==> src/rtl/hazard_ctrl.sv <==
// hazard_ctrl: stall/flush/forwarding control for the 5-stage RV32 pipeline.
// Define HAZARD_PERF_EN to build the load-use/branch/memory-wait event counters.
module hazard_ctrl #(
  parameter int TIMEOUT_CYC = 255,
  parameter int WAIT_CNT_W  = 8,
  parameter int PERF_W      = 32
) (
  input  logic              clk,
  input  logic              rst,
  input  logic [4:0]        rs1_D,
  input  logic [4:0]        rs2_D,
  input  logic [4:0]        rs1_E,
  input  logic [4:0]        rs2_E,
  input  logic [4:0]        rd_E,
  input  logic [1:0]        wb_ctrl_E,
  input  logic              we_reg_E,
  input  logic [4:0]        rd_M,
  input  logic [4:0]        rd_W,
  input  logic              we_reg_M,
  input  logic              we_reg_W,
  input  logic              branch_taken_E,
  input  logic              mem_req_M,
  input  logic              mem_ready_M,
  output logic              stall_F,
  output logic              stall_D,
  output logic              stall_E,
  output logic              stall_M,
  output logic              flush_D,
  output logic              flush_E,
  output logic              flush_W,
  output logic [1:0]        fwd_a_E,
  output logic [1:0]        fwd_b_E,
  output logic              mem_timeout,
  output logic [PERF_W-1:0] perf_lu,
  output logic [PERF_W-1:0] perf_br,
  output logic [PERF_W-1:0] perf_mw
);
  typedef enum logic [1:0] {RUN, LU_BUBBLE, MEM_WAIT} state_t;
  state_t                r_state;
  logic [WAIT_CNT_W-1:0] r_wait_cnt;
  logic                  r_timeout;
  logic                  w_load_use, w_mem_wait, w_r1, w_r2, w_r3;
  logic [WAIT_CNT_W-1:0] w_cnt_nxt;
  assign w_load_use = wb_ctrl_E == 2'b01 && we_reg_E && rd_E != 5'd0 &&
                      (rd_E == rs1_D || rd_E == rs2_D);
  assign w_mem_wait = mem_req_M && !mem_ready_M;
  assign w_r1 = w_mem_wait;
  assign w_r2 = !w_mem_wait && branch_taken_E;
  assign w_r3 = !w_mem_wait && !branch_taken_E && w_load_use && r_state != LU_BUBBLE;
  assign stall_F = !rst && (w_r1 || w_r3);
  assign stall_D = !rst && (w_r1 || w_r3);
  assign stall_E = !rst && w_r1;
  assign stall_M = !rst && w_r1;
  assign flush_D = rst || w_r2;
  assign flush_E = rst || w_r2 || w_r3;
  assign flush_W = rst || w_r1;
  // M result is newer than W, so it wins; x0 never forwards
  always_comb begin
    fwd_a_E = rst ? 2'b00 :
              (we_reg_M && rd_M != 5'd0 && rd_M == rs1_E) ? 2'b10 :
              (we_reg_W && rd_W != 5'd0 && rd_W == rs1_E) ? 2'b01 : 2'b00;
    fwd_b_E = rst ? 2'b00 :
              (we_reg_M && rd_M != 5'd0 && rd_M == rs2_E) ? 2'b10 :
              (we_reg_W && rd_W != 5'd0 && rd_W == rs2_E) ? 2'b01 : 2'b00;
  end
  assign w_cnt_nxt = !w_mem_wait ? '0 :
                     (r_wait_cnt == '1) ? r_wait_cnt : r_wait_cnt + 1'b1;
  always_ff @(posedge clk or posedge rst)
    if (rst) begin
      r_state    <= RUN;
      r_wait_cnt <= '0;
      r_timeout  <= 1'b0;
    end else begin
      r_state    <= w_mem_wait ? MEM_WAIT :
                    (w_r3 && r_state == RUN) ? LU_BUBBLE : RUN;
      r_wait_cnt <= w_cnt_nxt;
      r_timeout  <= r_timeout || (w_mem_wait && w_cnt_nxt == WAIT_CNT_W'(TIMEOUT_CYC));
    end
  assign mem_timeout = r_timeout;
`ifdef HAZARD_PERF_EN
  logic [PERF_W-1:0] r_perf_lu, r_perf_br, r_perf_mw;
  always_ff @(posedge clk or posedge rst)
    if (rst) begin
      r_perf_lu <= '0;
      r_perf_br <= '0;
      r_perf_mw <= '0;
    end else begin
      if (w_r3 && r_perf_lu != '1) r_perf_lu <= r_perf_lu + 1'b1;
      if (w_r2 && r_perf_br != '1) r_perf_br <= r_perf_br + 1'b1;
      if (w_r1 && r_perf_mw != '1) r_perf_mw <= r_perf_mw + 1'b1;
    end
  assign perf_lu = r_perf_lu;
  assign perf_br = r_perf_br;
  assign perf_mw = r_perf_mw;
`else
  assign perf_lu = '0;
  assign perf_br = '0;
  assign perf_mw = '0;
`endif
endmodule

==> config.mk <==
export PLATFORM = sky130hd
export DESIGN_NAME = hazard_ctrl
export DESIGN_NICKNAME = d
export VERILOG_FILES = /design/src/rtl/hazard_ctrl.sv
export SDC_FILE = /design/constraint.sdc
export NUM_CORES = 1
export LEC_CHECK = 0
export ABC_AREA = 1
export BUFFER_PORTS_ARGS = -buffer_cell sky130_fd_sc_hd__buf_2
export CAP_MARGIN = 25
export CORE_ASPECT_RATIO = 1.5
export CORE_MARGIN = 8
export CORE_UTILIZATION = 43
export DETAILED_ROUTE_END_ITERATION = 16
export PLACE_DENSITY = 0.87
export SKIP_LAST_GASP = 1
export SLEW_MARGIN = 20
export SYNTH_ARGS = -nofsm -noshare
export SYNTH_HDL_FRONTEND = slang
export SYNTH_SLANG_ARGS = --single-unit
==> constraint.sdc <==
create_clock -name clk -period 3.9 [get_ports clk]
set_input_delay 0.975 -clock clk [delete_from_list [all_inputs] [get_ports clk]]
set_output_delay 0.975 -clock clk [all_outputs]
set_load 0.01 [all_outputs]
# After elaboration in Yosys (flattened, before gate mapping)
# Index checks and enable logic that the tools add are counted.
[classes]
n_addsub = 1
eq_ne = 10
mux = 10
reduce_logical = 32
[ops]
columns = ["cell", "count"]
rows = [
  ["$eq 5x5->1", 6],
  ["$logic_and 1x1->1", 18],
  ["$eq 8x8->1 const B", 2],
  ["$mux 8", 2],
  ["$reduce_bool 5->1", 3],
  ["$mux 2", 5],
  ["$add 8x1->8 const B", 1],
  ["$logic_or 1x1->1", 6],
  ["$logic_not 1->1", 4],
  ["$mux 1", 3],
  ["$eq 2x1->1 const B", 1],
  ["$logic_not 2->1", 1],
  ["$ne 2x1->1 const B", 1],
]
[word_totals]
regBits = 11
input_bits = 45
out_inout_bits = 108
elab_cells = 56

# Logic depth before layout (Yosys ltp)
# Gate-level depths: netlist of the first run.
[depth]
depth_word = 9
mapped_depth = 11
mapped_depth_nobuf = 11

# Worst setup path before layout of the first run
# Ideal clock, no wire load.
[synth_timing]
path_type = "input -> output"
start = "in mem_req_M"
end = "out stall_F"
t_arrival_ns = 1.925
required_time_ns = 2.925
path_slack_ns = 1.000
cell_stages = 8
n_path_buf = 2
cell_sequence = "inv_1 -> nor2_1 -> clkbuf_8 -> inv_1 -> nor2_1 -> inv_1 -> nand2_1 -> buf_4"
[synth_via]
elab_chain_len = 7
[synth_rtl]
columns = ["item", "line_no", "text"]
rows = [
  ["start: declaration", "22", "input logic mem_req_M,"],
  ["$logic_and 1x1->1 *", "46", "assign w_mem_wait = mem_req_M && !mem_ready_M;"],
  ["via w_mem_wait", "42", "logic w_load_use, w_mem_wait, w_r1, w_r2, w_r3;"],
  ["$logic_not 1->1", "-", ""],
  ["$logic_and 1x1->1 (3 in series)", "49", "assign w_r3 = !w_mem_wait && !branch_taken_E && w_load_use && r_state != LU_BUBBLE;"],
  ["$logic_or 1x1->1 *", "-", ""],
  ["$logic_and 1x1->1 *", "-", ""],
  ["end: declaration", "24", "output logic stall_F,"],
]
# Mark *: on every way through the listed nets, which the timed path passes. The rest lies on a longest branch.

# Worst setup path in the final report of the first run
[layout_timing]
start = "in mem_req_M"
end = "out stall_D"
[layout_via]
elab_chain_len = 7
[layout_rtl]
columns = ["item", "line_no", "text"]
rows = [
  ["$logic_and 1x1->1 *", "46", ""],
  ["$logic_not 1->1", "-", ""],
  ["$logic_and 1x1->1 (3 in series)", "49", ""],
  ["$logic_or 1x1->1 *", "51", "assign stall_D = !rst && (w_r1 || w_r3);"],
  ["$logic_and 1x1->1 *", "51", ""],
  ["end: declaration", "25", "output logic stall_D,"],
]
# Every way passes the cells marked *; elsewhere a longest branch is shown, timed or not.

==> results.md, run 1 <==
* Outcome: finished clean
* Grt met2 use at 25.5%
* CTS clock-pin slew for the worst setup and hold paths at 0.05 ns
* Max-cap viol count at 0
* Final setup fails at 0
* Synth unique cells at 27
* GR Util All Layers at 12.9%
* Crit. End Element: primary output
* Tcrit/Tclk final at 75.2%
* Final worst path period need at 2.93 ns
* Share of cells above drive strength 1 at 19.9%
* Port bufs at 56
* Ys Warns at 0
* Slew margin rel. at 64.9%
* Total Power at 368 uW
* Mapped Cells at 280
* Global routing usage on met1 at 9.80%
* Post-synth top area share at 38.8%
* Dominant cell by count in the synthesized netlist: buf_4
* TritonRoute pass-1 iters at 4
* Hpwl dp at 4160 um
* Vias per inst at 4.21
* Sequential share of the synthesized area at 14.5%
* Critical path type: input pin to primary output
* Power per Cell Area at 194 mW/mm2
* Synth Flop Type: dfrtp_1
* CTS root buf: clkbuf_8
* Post-CTS Setup Bufs at 0
* Fmax at 341 MHz
* H-Tree Level Count at 1
* IO Count at 153
* Avg Inst Size Synth at 6.77 um2
* Die height at 97.3 um
* CTS buffer count at 3
* First-pass GRT wire length at 7620 um
* Pins Over Slew Limit at 0
* Hold Path Class: flip-flop to flip-flop
* Row count at 29
* Layout area overhead at -0.132%
* Clk_lat worst skew at 0.24 ns
* Layout Skew at 0.000842 ns
* Routability Congestion at 0.904
* VDD IR max at 0.188 mV
* Core Footprint at 0.00425 mm2
* Filler Cell Count at 468
* Final ANT Viol Nets at 0
* Post-synth design cell area at 0.00190 mm2
* Final hold vios at 0
* Drt wl/cell at 12.2 um
* #FFs+latches synth at 11
* Clock tree sinks at 11
* R2R Path Start: r_wait_cnt[0]$_DFF_PP0_
* Layout Nets at 384
* Data required, critical path at 2.92 ns
* Ys async rst share at 100%
* DRC at 0
* Vias in the first global route at 1727
* Setup tns final at 0 ns
* Leakage at 1.15 nW
* Most area-hungry cell type in the Yosys netlist: buf_4
* CTS tree: done
* Worst path arrival time at 1.96 ns
* Hold-fix buffers, CTS at 0
* Largest cells by area after synthesis: buf_4, dfrtp_1, nand2_1
* N_diodes at 0
* Antenna violations before repair at 0
* Starting Density at 44.7%
* Die width at 70.2 um
* Met3 Use GR at 6.75%
* EDFF count, synth at 0
* Post-Route WL at 4660 um
* Number of cells upsized or downsized after cts at 0
* DRT iter0 DRCs at 27
* Min-Delay Startpoint: r_state[1]$_DFF_PP0_
* Clk buf depth at 2
* GRT overflow at 0
* Setup crit start: mem_req_M
* Slew at the pin closest to its max-slew limit at 0.526 ns
* DR vias at 1611
* Grt peak-use layer: met2
* Crit start category: input pin
* Die area at 0.00684 mm2
* Worst-path maximum fanout at 11
* Largest net degree at the start of global routing at 16
* Most common library cells after synthesis: buf_4, nand2_1, inv_1
* RSZ-0062 raised after global routing: false
-- final cells by class --
cell class / instances / area, um2 / share of cell area [%]
Timing Repair Buffer: 57 / 288 / 15.2
Clock buffer: 4 / 45.0 / 2.38
Multi-Input combinational cell: 238 / 1130 / 59.5
Sequential cell: 11 / 275 / 14.5
Tap cell: 46 / 57.6 / 3.04
Inverter: 27 / 101 / 5.35
-- kinds of logic (layout without fill, tap and decap cells) --
family                   count (synthesis)  count (layout)  share of synthesized area, %
XOR/XNOR                                22              22                          10.2
adder cells (fa/ha/maj)                  1               1                         0.660
other                                    1              96                         0.198
flip-flops                              11              11                          14.5
AND/OR/NAND/NOR                        103             103                          24.9
AO/OA/AOI/OAI                           16              16                          4.75
buffers and inverters                  126              88                          44.9
-- metal layers --
metal	share of wire, %	vias to the layer above	wire length [um]
met5	0	-	0
met4	2.3	0	108
met3	12	7	559
met2	57	91	2640
met1	29	723	1360
li1	-	790	-
-- path summary, 6_finish.rpt --
check | endpoint | slack (ns) | depth (start not counted)
max | stall_D | 0.97 | 8
min | r_state[0]$_DFF_PP0_ | 0.43 | 1
max reg2reg | mem_timeout$_DFF_PP0_ | 2.37 | 11
min reg2reg | r_state[0]$_DFF_PP0_ | 0.43 | 1
max in group asynchronous | r_wait_cnt[1]$_DFF_PP0_ | 2.72 | 2
min in group asynchronous | r_state[0]$_DFF_PP0_ | 0.83 | 2
-- critical path, stage by stage --
cell and delay, ns:
buf_2 0.09, inv_1 0.04, nor2_1 0.03, buf_4 0.16, nor3_1 0.29, nand4_1 0.13, nand2_1 0.10, buf_2 0.13
-- report_power, final --
part / switching [mW] / internal, mW
combinational: 0.0946 / 0.0424
sequential: 0.00185 / 0.116
clock: 0.0413 / 0.0716
-- flip-flops by register name, indices dropped and copies added (netlist names) --
| register | count |
|---|---|
| r_state | 2 |
| r_wait_cnt | 8 |
| mem_timeout | 1 |
-- through the flow --
step / cells / setup slack (ns) / utilization, % / hold WS, ns / instance area (um2)
after floorplan: 375 / 1.00 / - / 0.406 / 2250
after global placement: 379 / 0.966 / 43.6 / 0.414 / 1850
after detailed placement: 379 / 0.951 / 43.6 / 0.423 / 1850
after CTS: 383 / 0.948 / 44.6 / 0.429 / 1890
after global routing: 383 / 0.845 / 44.6 / 0.461 / 1890
final: 383 / 0.969 / 44.6 / 0.431 / 1890
-- cells in the final DEF (no fill, tap or decap), types with 2 or more instances in the layout --
| cell | count |
|---|---|
| nor2_4 | 2 |
| xnor2_1 | 11 |
| buf_2 | 56 |
| nand4_1 | 6 |
| a21oi_1 | 6 |
| dfrtp_1 | 11 |
| o21ai_0 | 4 |
| o22ai_1 | 2 |
| nand2_2 | 2 |
| nor3_1 | 6 |
| nand2_1 | 43 |
| inv_1 | 27 |
| a31oi_1 | 2 |
| o21bai_1 | 2 |
| clkbuf_8 | 3 |
| nor2_1 | 23 |
| nand3_1 | 14 |
| conb_1 | 96 |
| xor2_1 | 11 |
Power figures use the tool's default switching activity.
==> run 2: changes to the inputs <==
--- a/config.mk
+++ b/config.mk
@@ -5,14 +5,14 @@
 export SDC_FILE = /design/constraint.sdc
 export NUM_CORES = 1
 export LEC_CHECK = 0
-export ABC_AREA = 1
+export ABC_AREA = 0
 export BUFFER_PORTS_ARGS = -buffer_cell sky130_fd_sc_hd__buf_2
 export CAP_MARGIN = 25
 export CORE_ASPECT_RATIO = 1.5
 export CORE_MARGIN = 8
-export CORE_UTILIZATION = 43
+export CORE_UTILIZATION = 39
 export DETAILED_ROUTE_END_ITERATION = 16
-export PLACE_DENSITY = 0.87
+export PLACE_DENSITY = 0.83
 export SKIP_LAST_GASP = 1
 export SLEW_MARGIN = 20
 export SYNTH_ARGS = -nofsm -noshare
==> constraint.sdc (replaced) <==
create_clock -name clk -period 2.8 [get_ports clk]
set_input_delay 0.7 -clock clk [delete_from_list [all_inputs] [get_ports clk]]
set_output_delay 0.7 -clock clk [all_outputs]
set_load 0.01 [all_outputs]
==> results.md, run 2 <==
* Power per Cell Area at 291 mW/mm2 (+50%)
* Met2 WL at 2130 um (-19%)
* Final ANT Viol Nets at 0 (unchanged)
* Hold Path Class: flip-flop to flip-flop
* Starting Density at 39.6% (-5.1 points)
* Critical path cell sequence: buf_2 -> or4_1 -> o211ai_1 -> or4_1 -> nor4_2 -> buf_2
* Hold-fix buffers, CTS at 0 (unchanged)
* CP peak stage delay at 0.57 ns (+0.28 ns)
* Commonest non-fill, non-tap cell in the layout: conb_1
* CTS root buf: clkbuf_8
* N_diodes at 0 (unchanged)
* Pins Over Slew Limit at 0 (unchanged)
* Post-synth top area share at 42.3% (+3.5 points)
* Final worst path period need at 2.73 ns
* Crit start category: input pin
* Number of flip-flops in the largest register at 8 (unchanged)
* GR Util All Layers at 11.5% (-1.4 points)
* Post-CTS Setup Bufs at 0 (unchanged)
* RSZ-0062 raised after global routing: false
* Largest register by flop count: r_wait_cnt
* Tcrit/Tclk final at 97.6%
* Clk_lat worst skew at 0.24 ns (about the same)
* Post-Route WL at 4310 um (-7.5%)
* Max-cap viol count at 0 (unchanged)
* CTS clock-pin slew for the worst setup and hold paths at 0.05 ns (about the same)
* Die height at 97.8 um (+0.45%)
* Worst path arrival time at 2.03 ns (+0.07 ns)
* Largest cells by area after synthesis: buf_4, dfrtp_1, xnor2_1
* Worst r2r path cells at 6 (-5)
* Data required, critical path at 2.10 ns (-0.82 ns)
* Final setup fails at 0 (unchanged)
* Antenna violations before repair at 0 (unchanged)
* Critical path type: input pin to primary output
* Min-Delay Startpoint: r_state[1]$_DFF_PP0_
* IO Count at 153 (unchanged)
* TritonRoute pass-1 iters at 4 (unchanged)
* Clk buf depth at 2 (unchanged)
* Vias per inst at 4.30 (+2.1%)
* DRC at 0 (unchanged)
* Total Power at 516 uW (+40%)
* VDD IR max at 0.204 mV (+8.3%)
* Area of the multi-input gates at 0.00109 mm2 (-3.2%)
* Setup crit start: rd_W[3]
* Worst path slowest cell: or4_1
* Fmax at 366 MHz
* Hold path depth at 1 (unchanged)
* Vias in the first global route at 1486 (-14%)
* Register Area at 275 um2 (unchanged)
* RR Endpoint: mem_timeout$_DFF_PP0_
* Dominant cell by count in the synthesized netlist: buf_4
* Routed length on met3 at 543 um (-2.9%)
* Setup tns final at 0 ns (unchanged)
* Die area at 0.00690 mm2 (+0.87%)
* Most area-hungry cell type in the Yosys netlist: buf_4
* Leakage at 0.956 nW (-17%)
* Routability Congestion at 0.812 (-10%)
* Largest net degree at the start of global routing at 14 (-2)
* First-pass GRT wire length at 6690 um (-12%)
* Share of cells above drive strength 1 at 24.9% (+5.0 points)
* R2R Path Start: r_wait_cnt[0]$_DFF_PP0_
* R2R Setup Slk at 1.03 ns (-1.34 ns)
* Synth unique cells at 35 (+30%)
* Clock tree sinks at 11 (unchanged)
* EDFF count, synth at 0 (unchanged)
* Avg Inst Size Synth at 8.05 um2 (+19%)
* DR vias at 1379 (-14%)
* Port bufs at 56 (unchanged)
* Final hold vios at 0 (unchanged)
* GRT overflow at 0 (unchanged)
* CTS buffer count at 3 (unchanged)
* Outcome: finished clean
* Sequential share of the synthesized area at 15.8% (+1.3 points)
* Die width at 70.5 um (+0.42%)
* Layout Skew at 0.00449 ns (+0.00365 ns)
* Hpwl dp at 3790 um (-9.0%)
* Drt wl/cell at 13.4 um (+10%)
* DRT iter0 DRCs at 28 (+3.7%)
* CTS tree: done
* Layout area overhead at 2.01%
* Crit. End Element: primary output
* H-Tree Level Count at 1 (unchanged)
* Row count at 30 (+3.4%)
* Post-synth design cell area at 0.00174 mm2 (-8.3%)
* WHS Endpoint: r_state[0]$_DFF_PP0_
* Most common library cells after synthesis: buf_4, xnor2_1, nand2_1
* #FFs+latches synth at 11 (unchanged)
* Synth Flop Type: dfrtp_1
* Filler Cell Count at 441 (-5.8%)
* Ys async rst share at 100% (unchanged)
* Most frequent cells in the layout: conb_1, buf_2, xnor2_1
* DR top layer: met4
* M1 WL at 1500 um (+11%)
* Mapped Cells at 216 (-23%)
* Core Footprint at 0.00439 mm2 (+3.4%)
* Ys Warns at 0 (unchanged)
* Layout Nets at 320 (-17%)
* Worst-path maximum fanout at 3 (-8)
[run 2: cell types whose count changed in the layout (fill, tap and decap cells not counted), moves of 4 or more]
cell	change
nand2_1	-31
inv_1	-25
nor2_1	-18
xnor2_1	+10
nand3_1	-9
nor3_1	-5
a211oi_1	+4
nand4_1	-4
or4_1	+4
[run 2: logic make-up (layout without fill, tap and decap cells)]
kind of cell / count (synthesis) / in the layout / synth area share, %
mux: 1 / 1 / 0.576
other cells: 1 / 96 / 0.216
compound gates: 23 / 23 / 8.63
xor+xnor: 32 / 32 / 16.1
buf+inv: 102 / 64 / 43.2
flops: 11 / 11 / 15.8
simple gates: 45 / 45 / 14.7
fa+ha+maj: 1 / 1 / 0.719
[run 2: worst max path at each step]
stage | to | slack [ns] | cells after the start
after floorplan | fwd_a_E[0] | 0.18 | 4
after global placement | fwd_b_E[0] | 0.06 | 6
after detailed placement | fwd_a_E[0] | 0.03 | 6
after CTS | fwd_a_E[0] | 0.02 | 6
after global routing | stall_F | 0.008 | 7
final | fwd_a_E[0] | 0.07 | 6
[run 2: cell type report]
cell class	instances	share of cell area (%)
multi-input combinational	198	61.5
timing repair buffer	58	16.6
sequential	11	15.5
tap	48	3.39
clock buffer	4	2.54
inverter	2	0.423
[run 2: critical path: cells and delay by family]
| family | cells | cell delay (ns) |
|---|---|---|
| buf+inv | 2 | 0.29 |
| simple gates | 3 | 0.96 |
| compound gates | 1 | 0.08 |
[run 2: repair_timing]
item / in CTS / in global routing
gates resized for setup: 0 / 4
setup endpoints to repair: 0 / 2
endpoints found under the hold margin: 0 / 0
[run 2: layer usage]
| layer | vias to the layer above | global-route usage (%) |
|---|---|---|
| li1 | 642 | - |
| met5 | - | 0 |
| met3 | 11 | 5.58 |
| met2 | 113 | 19.7 |
| met4 | 0 | 7.14 |
| met1 | 613 | 10.6 |
[run 2: report_power, final]
group / total, mW / switching [mW] / internal (mW)
clock network: 0.162 / 0.0616 / 0.100
registers: 0.164 / 0.00253 / 0.161
logic: 0.191 / 0.127 / 0.0633
[run 2: stage by stage]
| stage | hold WS [ns] | area, um2 | util (%) | cells | setup slack [ns] |
|---|---|---|---|---|---|
| after floorplan | 0.403 | 2100 | - | 311 | 0.177 |
| after global placement | 0.411 | 1710 | 38.9 | 317 | 0.0622 |
| after detailed placement | 0.428 | 1710 | 38.9 | 317 | 0.0274 |
| after CTS | 0.435 | 1750 | 39.9 | 321 | 0.0229 |
| after global routing | 0.460 | 1770 | 40.4 | 321 | 0.00841 |
| final | 0.429 | 1770 | 40.4 | 321 | 0.0676 |
==> run 3: changes to the inputs <==
--- a/config.mk
+++ b/config.mk
@@ -5,14 +5,14 @@
 export SDC_FILE = /design/constraint.sdc
 export NUM_CORES = 1
 export LEC_CHECK = 0
-export ABC_AREA = 0
+export ABC_AREA = 1
 export BUFFER_PORTS_ARGS = -buffer_cell sky130_fd_sc_hd__buf_2
 export CAP_MARGIN = 25
 export CORE_ASPECT_RATIO = 1.5
 export CORE_MARGIN = 8
-export CORE_UTILIZATION = 39
+export CORE_UTILIZATION = 40
 export DETAILED_ROUTE_END_ITERATION = 16
-export PLACE_DENSITY = 0.83
+export PLACE_DENSITY = 0.82
 export SKIP_LAST_GASP = 1
 export SLEW_MARGIN = 20
 export SYNTH_ARGS = -nofsm -noshare
==> results.md, run 3 (synthesis results as in run 1) <==
* Starting Density at 41.8% (+2.2 points)
* Pins Over Slew Limit at 0 (unchanged)
* Crit start category: input pin
* Leakage at 1.16 nW (+21%)
* Routability Congestion at 0.845 (+4.0%)
* CTS buffer count at 3 (unchanged)
* Share of cells above drive strength 1 at 20.1% (-4.8 points)
* Setup tns final at 0 ns (unchanged)
* Tcrit/Tclk final at 85.7% (-12 points)
* Fmax at 417 MHz (+14%)
* Combinational share of power at 37.2% (+0.3 points)
* Hold-fix buffers, CTS at 0 (unchanged)
* R2R Path Start: r_wait_cnt[0]$_DFF_PP0_
* Die area at 0.00725 mm2 (+5.1%)
* Min-Delay Startpoint: r_state[0]$_DFF_PP0_
* Post-CTS Setup Bufs at 0 (unchanged)
* Vias in the first global route at 1720 (+16%)
* Worst path slowest cell: nor2_1
* Seq pwr share at 32.2% (+0.4 points)
* Die width at 72.2 um (+2.4%)
* Drt wl/cell at 11.3 um (-16%)
* Worst path arrival time at 1.70 ns (-0.33 ns)
* Hold path depth at 1 (unchanged)
* Filler Cell Count at 480 (+8.8%)
* Fin util at 42.4% (+2.0 points)
* Layout Nets at 385 (+20%)
* WP buf/inv at 4 (+2)
* Layout area overhead at 1.45%
* Layout Skew at 0.00254 ns (-0.00196 ns)
* CTS root buf: clkbuf_8
* Crit-path leading delay family: simple AND/OR/NAND/NOR gates
* TritonRoute pass-1 iters at 4 (unchanged)
* Final hold vios at 0 (unchanged)
* Largest net degree at the start of global routing at 11 (-3)
* Critical path cell sequence: buf_2 -> nor2_1 -> inv_1 -> nor2_1 -> inv_1 -> nand2_1 -> buf_2
* CP peak stage delay at 0.23 ns (-0.34 ns)
* Clk_lat worst skew at 0.24 ns (about the same)
* Worst r2r path cells at 9 (+3)
* Data required, critical path at 2.10 ns (about the same)
* Row count at 30 (unchanged)
* Most frequent cells in the layout: conb_1, buf_2, nand2_1
* Final worst path period need at 2.40 ns (-0.333 ns)
* Setup crit start: mem_ready_M
* Clock tree sinks at 11 (unchanged)
* Max-cap viol count at 0 (unchanged)
* Pre-CTS WS at 0.393 ns (+0.366 ns)
* Stages on worst setup path at 7 (+1)
* VDD IR max at 0.243 mV (+19%)
* Final ANT Viol Nets at 0 (unchanged)
* Clk buf depth at 2 (unchanged)
* RSZ-0062 raised after global routing: false
* Vias per inst at 4.02 (-6.5%)
* Crit. End Element: primary output
* Total Power at 511 uW (-1.1%)
* Post-Route WL at 4540 um (+5.2%)
* Commonest non-fill, non-tap cell in the layout: conb_1
* Number of cells upsized or downsized after cts at 0 (unchanged)
* Port bufs at 56 (unchanged)
* Die height at 100 um (+2.6%)
* Cell internal pwr at 321 uW (-1.1%)
* CTS tree: done
* Sw power at 189 uW (-1.0%)
* GRT overflow at 0 (unchanged)
* DRC at 0 (unchanged)
* CTS clock-pin slew for the worst setup and hold paths at 0.05 ns (about the same)
* IO Count at 153 (unchanged)
* N_diodes at 0 (unchanged)
* Power per Cell Area at 265 mW/mm2 (-8.8%)
* Critical path type: input pin to primary output
* Largest register by flop count: r_wait_cnt
* Hold Path Class: flip-flop to flip-flop
* DR vias at 1615 (+17%)
* DRT iter0 DRCs at 45 (+61%)
* Hpwl dp at 4110 um (+8.5%)
* Outcome: finished clean
* Worst-path maximum fanout at 6 (+3)
* GR Util All Layers at 11.7% (+0.18 points)
* Final setup fails at 0 (unchanged)
* H-Tree Level Count at 1 (unchanged)
* First-pass GRT wire length at 7040 um (+5.2%)
* Number of flip-flops in the largest register at 8 (unchanged)
* Clock Power Share at 30.6% (-0.7 points)
* Antenna violations before repair at 0 (unchanged)
* Hold WS at 0.437 ns (+0.00771 ns)
* Net Sw Frac at 37.1% (about the same)
* Core Footprint at 0.00454 mm2 (+3.4%)
* Setup WS post-layout at 0.401 ns (+0.333 ns)
==> run 3: power groups by stage <==
stage               Clock (mW)  Sequential (mW)  Combinational [mW]
floorplan                    0            0.166               0.223
global placement             0            0.167               0.180
detailed placement           0            0.167               0.183
CTS                      0.164            0.164               0.184
global route             0.171            0.165               0.212
finish                   0.156            0.164               0.190
==> run 3: final timing paths <==
path                                           end  slack, ns
min                           r_state[0]$_DFF_PP0_       0.44
min in group asynchronous     r_state[0]$_DFF_PP0_       0.45
max reg2reg                  mem_timeout$_DFF_PP0_       1.24
max                                        stall_F       0.40
max in group asynchronous  r_wait_cnt[1]$_DFF_PP0_       1.95
min reg2reg                   r_state[0]$_DFF_PP0_       0.44
==> run 3: metrics by stage <==
| stage | cells | instance area (um2) |
|---|---|---|
| floorplan | 375 | 2250 |
| global route | 402 | 1920 |
| global placement | 398 | 1880 |
| detailed placement | 398 | 1880 |
| CTS | 402 | 1920 |
| finish | 402 | 1920 |
==> run 3: metal layers <==
| layer | up-vias | track usage (%) | share of wire (%) |
|---|---|---|---|
| met5 | - | 0 | 0 |
| met1 | 719 | 9.79 | 34 |
| li1 | 791 | - | - |
| met3 | 5 | 2.99 | 12 |
| met4 | 0 | 5.21 | 1.5 |
| met2 | 100 | 24.0 | 53 |
==> run 3: final cells by class <==
cell class | instances | area [um2] | share of cell area [%]
multi-input cells | 238 | 1130 | 58.6
repair buffers | 58 | 295 | 15.3
flip-flops and latches | 11 | 275 | 14.3
inverters | 27 | 101 | 5.27
well taps | 64 | 80.1 | 4.16
clock buffers | 4 | 45.0 | 2.34
